**config.mk**
```make
export PLATFORM = sky130hd
export DESIGN_NAME = traffic_light_sequencer
export DESIGN_NICKNAME = d
export VERILOG_FILES = /design/src/rtl/traffic_light_pkg.sv /design/src/rtl/traffic_light_tick_gen.sv /design/src/rtl/traffic_light_sequencer.sv
export SDC_FILE = /design/constraint.sdc
export NUM_CORES = 1
export LEC_CHECK = 0
export CAP_MARGIN = 40
export CORE_UTILIZATION = 55
export DETAILED_ROUTE_END_ITERATION = 8
export GPL_ROUTABILITY_DRIVEN = 1
export PLACE_DENSITY = 0.81
export RECOVER_POWER = 50
export SETUP_SLACK_MARGIN = 0.02
export SLEW_MARGIN = 10
export SYNTH_ARGS = -nofsm -noshare
export SYNTH_HDL_FRONTEND = slang
export SYNTH_SLANG_ARGS = --single-unit
```
**constraint.sdc**
```tcl
create_clock -name clk -period 2.8 [get_ports clk]
set_input_delay 0.28 -clock clk [delete_from_list [all_inputs] [get_ports clk]]
set_output_delay 0.28 -clock clk [all_outputs]
set_load 0.02 [all_outputs]
```
**src/rtl/traffic_light_pkg.sv**
```systemverilog
// Shared types and constants for the traffic light sequencer: state encoding,
// register map, lamp bit positions and per-state lamp codes.
package traffic_light_pkg;

    typedef enum logic [1:0] {
        ST_STOP   = 2'd0,
        ST_RED    = 2'd1,
        ST_GREEN  = 2'd2,
        ST_YELLOW = 2'd3
    } tl_state_t;

    localparam logic [1:0] ADDR_CTRL   = 2'd0;
    localparam logic [1:0] ADDR_GREEN  = 2'd1;
    localparam logic [1:0] ADDR_YELLOW = 2'd2;
    localparam logic [1:0] ADDR_RED    = 2'd3;

    localparam int unsigned CTRL_RUN_BIT = 0;
    localparam int unsigned CTRL_PED_BIT = 1;

    localparam int unsigned LAMP_RED_BIT    = 0;
    localparam int unsigned LAMP_YELLOW_BIT = 1;
    localparam int unsigned LAMP_GREEN_BIT  = 2;

    localparam logic [2:0] LAMP_RED    = 3'(1 << LAMP_RED_BIT);
    localparam logic [2:0] LAMP_YELLOW = 3'(1 << LAMP_YELLOW_BIT);
    localparam logic [2:0] LAMP_GREEN  = 3'(1 << LAMP_GREEN_BIT);

    // STOP shows red so the junction is safe whenever the sequencer is idle.
    function automatic logic [2:0] lamp_for(input tl_state_t s);
        case (s)
            ST_GREEN:  return LAMP_GREEN;
            ST_YELLOW: return LAMP_YELLOW;
            default:   return LAMP_RED;
        endcase
    endfunction

    // A zero duration still has to last one tick.
    function automatic logic [15:0] phase_load(input logic [15:0] dur);
        return (dur == 16'd0) ? 16'd1 : dur;
    endfunction

endpackage

```
**src/rtl/traffic_light_tick_gen.sv**
```systemverilog
// Timing prescaler: free-running 0..TICK_DIV-1 counter that flags a tick on
// its last count; held at zero while clear is asserted.
module traffic_light_tick_gen #(
    parameter int unsigned TICK_DIV = 50000
) (
    input  logic clk,
    input  logic reset,
    input  logic clear,
    output logic tick
);

    localparam int unsigned CW = (TICK_DIV > 1) ? $clog2(TICK_DIV) : 1;
    localparam logic [CW-1:0] LAST = CW'(TICK_DIV - 1);

    logic [CW-1:0] r_cnt;

    always_ff @(posedge clk) begin
        if (reset || clear) begin
            r_cnt <= '0;
        end else if (r_cnt == LAST) begin
            r_cnt <= '0;
        end else begin
            r_cnt <= r_cnt + CW'(1);
        end
    end

    assign tick = (r_cnt == LAST);

endmodule

```
**src/rtl/traffic_light_sequencer.sv**
```systemverilog
// Avalon-MM slave that sequences red -> green -> yellow with programmable
// phase durations and a pedestrian request that shortens green.
module traffic_light_sequencer
    import traffic_light_pkg::*;
#(
    parameter int unsigned TICK_DIV   = 50000,
    parameter logic [15:0] DEF_RED    = 16'd5000,
    parameter logic [15:0] DEF_GREEN  = 16'd4000,
    parameter logic [15:0] DEF_YELLOW = 16'd1000,
    parameter logic [15:0] PED_GREEN  = 16'd500
) (
    input  logic        clk,
    input  logic        reset,
    input  logic [1:0]  address,
    input  logic        chipselect,
    input  logic        write_n,
    input  logic [31:0] writedata,
    output logic [31:0] readdata,
    input  logic        ped_req,
    output logic [2:0]  out_port
);

    tl_state_t   r_state;
    logic        r_run;
    logic        r_ped_pending;
    logic [15:0] r_cnt;
    logic [15:0] r_dur_red;
    logic [15:0] r_dur_green;
    logic [15:0] r_dur_yellow;
    logic        r_ped_s1;
    logic        r_ped_s2;
    logic        r_ped_d;

    logic        w_wr;
    logic        w_wr_ctrl;
    logic        w_stop;
    logic        w_tick;
    logic        w_expire;
    logic        w_enter;
    logic        w_ped_rise;
    logic        w_ped_set;
    logic        w_ped_cap;
    logic [15:0] w_load;
    tl_state_t   w_next;
    logic        w_unused;

    assign w_unused = &{1'b0, writedata[31:16]};

    traffic_light_tick_gen #(
        .TICK_DIV (TICK_DIV)
    ) u_tick_gen (
        .clk   (clk),
        .reset (reset),
        .clear (r_state == ST_STOP),
        .tick  (w_tick)
    );

    assign w_wr       = chipselect && !write_n;
    assign w_wr_ctrl  = w_wr && (address == ADDR_CTRL);
    // Writing run=0 stops on the very edge that samples the write, ahead of any expiry.
    assign w_stop     = !r_run || (w_wr_ctrl && !writedata[CTRL_RUN_BIT]);
    assign w_expire   = w_tick && (r_cnt == 16'd1);
    assign w_ped_rise = r_ped_s2 && !r_ped_d;
    assign w_ped_set  = w_ped_rise || (w_wr_ctrl && writedata[CTRL_PED_BIT]);
    assign w_ped_cap  = (r_state == ST_GREEN) && r_ped_pending && (r_cnt > PED_GREEN);
    assign w_enter    = (w_next != r_state);

    always_comb begin
        w_next = r_state;
        if (w_stop) begin
            w_next = ST_STOP;
        end else begin
            case (r_state)
                ST_STOP:   w_next = ST_RED;
                ST_RED:    if (w_expire) w_next = ST_GREEN;
                ST_GREEN:  if (w_expire) w_next = ST_YELLOW;
                ST_YELLOW: if (w_expire) w_next = ST_RED;
                default:   w_next = ST_STOP;
            endcase
        end
    end

    always_comb begin
        w_load = 16'd0;
        case (w_next)
            ST_RED:    w_load = phase_load(r_dur_red);
            ST_GREEN:  w_load = phase_load(r_dur_green);
            ST_YELLOW: w_load = phase_load(r_dur_yellow);
            default:   w_load = 16'd0;
        endcase
    end

    always_ff @(posedge clk) begin
        if (reset) begin
            r_state       <= ST_STOP;
            out_port      <= LAMP_RED;
            r_run         <= 1'b0;
            r_ped_pending <= 1'b0;
            r_cnt         <= '0;
            r_dur_red     <= DEF_RED;
            r_dur_green   <= DEF_GREEN;
            r_dur_yellow  <= DEF_YELLOW;
            r_ped_s1      <= 1'b0;
            r_ped_s2      <= 1'b0;
            r_ped_d       <= 1'b0;
        end else begin
            r_ped_s1 <= ped_req;
            r_ped_s2 <= r_ped_s1;
            r_ped_d  <= r_ped_s2;

            r_state  <= w_next;
            out_port <= lamp_for(w_next);

            if (w_enter) begin
                r_cnt <= w_load;
            end else if (w_ped_cap) begin
                r_cnt <= PED_GREEN;
            end else if (w_tick && (r_state != ST_STOP)) begin
                r_cnt <= r_cnt - 16'd1;
            end

            if (w_ped_set) begin
                r_ped_pending <= 1'b1;
            end else if (w_enter && (w_next == ST_RED)) begin
                r_ped_pending <= 1'b0;
            end

            if (w_wr) begin
                case (address)
                    ADDR_CTRL:   r_run        <= writedata[CTRL_RUN_BIT];
                    ADDR_GREEN:  r_dur_green  <= writedata[15:0];
                    ADDR_YELLOW: r_dur_yellow <= writedata[15:0];
                    ADDR_RED:    r_dur_red    <= writedata[15:0];
                    default:     r_run        <= r_run;
                endcase
            end
        end
    end

    always_comb begin
        readdata = '0;
        case (address)
            ADDR_CTRL:   readdata = {27'd0, r_ped_pending, r_state, 1'b0, r_run};
            ADDR_GREEN:  readdata = {16'd0, r_dur_green};
            ADDR_YELLOW: readdata = {16'd0, r_dur_yellow};
            ADDR_RED:    readdata = {16'd0, r_dur_red};
            default:     readdata = '0;
        endcase
    end

endmodule

```
==> results.yml <==
outcome:
  status: "finished clean"
power_and_ir_drop:
  powerDensity_nw_per_um2: 475
  irDropWorstVdd_mv: 0.452
  cellLeakagePower_nw: 2.07
synthesis:
  synthMuxAreaShare_pct: 4.36
  ys_top_cells_by_area: "dfxtp_1 37%, nand2_1 9.2%, a21oi_1 5.0%"
  syn_area_per_cell_um2: 8.15
  synth_top_flop_cell: "dfxtp_1"
  synthesis.area_um2: 4910
  yosysMostFrequentCell: "nand2_1"
  synth_top_cells_by_count: "120 x nand2_1, 90 x dfxtp_1, 49 x a21oi_1, 33 x nor2_1, 28 x nand3_1"
  synth-xor-area-share_pct: 3.36
  synth_warnings: 0
  synth_top_family_by_area: "simple AND/OR/NAND/NOR gates"
  synth-edff-count: 0
  synth_simple_gate_area_share_pct: 26.7
  seq_area_frac_synth_pct: 36.7
  synth-seq-cells: 90
  async_flop_share_pct: 0
  yosysTopAreaCell: "dfxtp_1"
  synth.distinct_cells: 71
  synth_compound_area_share_pct: 21.6
  postSynthCellCount: 602
  netlist.area_leader.share_pct: 36.7
  synth_fa_ha_area_share_pct: 1.02
detailed_routing:
  route.detailed.drc: 0
  dr.pass1.iters: 5
  drt_iter0_markers: 479
  ant_nets: 0
  routedWlPerCell_um: 18.3
  routed-via-count: 4831
  via_per_inst: 6.36
  drt_wl_total_mm: 13.9
clock_network:
  clock_latency_ps: 360
  cts_tree: "done"
  htreeDepth: 3
  cts_hold_buf: 0
  clkSinkCount: 90
  ctsRootBufferMaster: "clkbuf_8"
  clkTransAtPathRegs_ps: 100
  ctsLongestPathBuffers: 2
  numCtsBuffers: 9
cells_and_area:
  fin_nets: 690
  drive_above_1_share_pct: 11.1
  final.fill_count: 737
  final_util_pct: 65.4
  synthToLayoutAreaGrowth_pct: 15.7
  diodes: 0
  final_cell_area_um2: 5680
global_route:
  grt_busiest_layer: "met2"
  grt.met3_usage_pct: 5.16
  antenna_found_initial: 0
  grt_usage_pct: 30.7
  grt_util_met2_pct: 50.5
  grt_max_degree: 48
  grt_pass1_wl_mm: 21.6
  use_met1_pct: 38.8
  grt_pass1_vias: 4437
  gr-total-overflow: 0
timing:
  drv_slew: 0
  fin_ws_ps: 70.6
  slew_headroom_pct: 31.3
  worst_slew_pin_slew_ps: 1030
  fin_setup_tns_ps: 0
  finalHoldViolCount: 0
  fin_crit_sh_pct: 97.5
  fin_skew_ps: 12.6
  fin_crit_ps: 2730
  fmax_mhz: 366
  setup_violations: 0
  rsz0062_at_grt: "false"
floorplan:
  die_h_um: 96.5
  io_pins: 74
  die-area_um2: 9310
  dieWidth_um: 96.5
  start_util_pct: 56.6
  row_count: 34
  core_area_um2: 8680
placed_design:
  place_congestion: 0.954
  hpwl_mm: 9.96
  pre_cts_ws_ps: 49.2
  numPortBuffers: 41
  placed_area_um2: 5430
critical_path:
  cpPeakStageDelay_ps: 530
  cp_slowest_cell: "a222oi_1"
  crit_path_end_kind: "register"
  crit_path_max_fanout: 6
  path_class: "reg -> reg"
  crit_chain: "or3_1 -> or3_4 -> o31ai_4 -> a2111oi_4 -> buf_4 -> a222oi_1 -> a211oi_1"
  arrival_ps: 2950
  cp-start-kind: "register"
  cp.required_ps: 3020
job:
  maxCapViolCount: 0
worst_hold_path:
  min_path_type: "reg -> reg"
final timing paths:
path | slack [ps] | cells past startpoint | endpoint | from
min reg2reg | 450 | 1 | r_ped_s2 | r_ped_s1
max | 70 | 7 | r_cnt[15] | r_cnt[5]
min | 450 | 1 | r_ped_s2 | r_ped_s1
max reg2reg | 70 | 7 | r_cnt[15] | r_cnt[5]
where the power goes:
part | switching, mW | internal [mW] | total (mW) | leakage [nW]
Combinational | 0.226 | 0.155 | 0.381 | 1.23
Sequential | 0.0371 | 1.31 | 1.35 | 0.729
Clock | 0.470 | 0.503 | 0.973 | 0.106
registers in the layout (all words and copies together) (netlist names):
name and cells:
r_cnt 16, r_ped_s2 1, r_ped_d 1, r_run 1, r_dur_yellow 16, out_port 3, r_state 2, u_tick_gen.r_cnt 16
r_dur_red 16, r_ped_pending 1, r_ped_s1 1, r_dur_green 16
metrics by stage:
stage	std cells	hold WS (ps)	power, mW
final	759	448	2.70
after global routing	759	461	2.79
after CTS	755	452	2.69
after detailed placement	740	429	1.75
after global placement	740	420	1.74
after floorplan	617	404	1.63
metal layers:
layer / vias to the layer above / wire (um) / part of all wire, %
li1: 2227 / - / -
met1: 2266 / 5640 / 41
met2: 280 / 6520 / 47
met3: 58 / 1130 / 8.2
met4: 0 / 553 / 4.0
met5: - / 0 / 0
worst max-delay path: cells and delay by family (launching register included):
kind | cells | cell delay (ps)
AO/OA/AOI/OAI | 4 | 1090
AND/OR/NAND/NOR | 2 | 950
flip-flops | 1 | 370
buffers and inverters | 1 | 180
logic make-up after synthesis:
family,count (synthesis)
simple gates,264
fa+ha+maj,4
buf+inv,59
xor+xnor,18
other cells,1
mux,15
compound gates,151
flops,90
timing repair:
item / in CTS / in global routing
resized for setup: 0 / 1
endpoints found under the setup margin: 0 / 13
setup buffers: 0 / 4
final cells by class:
type / instances / area (um2) / area share (%)
clock inverters: 6 / 90.1 / 1.59
multi-input cells: 468 / 2860 / 50.4
clock buffers: 9 / 124 / 2.18
repair buffers: 68 / 628 / 11.1
well taps: 108 / 135 / 2.38
inverters: 10 / 37.5 / 0.661
flip-flops and latches: 90 / 1800 / 31.7
placed cells by master, fill, tap and decap left out, drive strengths merged, types with 8 or more instances in the layout:
cell,synthesis,layout
conb,1,16
nor4,15,15
nor2b,9,9
clkdlybuf4s50,0,36
clkbuf,23,12
inv,9,11
a22o,13,13
xor2,8,8
a31oi,9,9
nor2,34,34
a21oi,49,49
nand3,28,28
xnor2,10,10
and3,10,10
dfxtp,90,90
nor3,14,14
buf,26,24
o21ai,27,27
nand4,8,8
mux2,11,11
nand2,120,120
or3,8,8
Power figures use the tool's default switching activity.
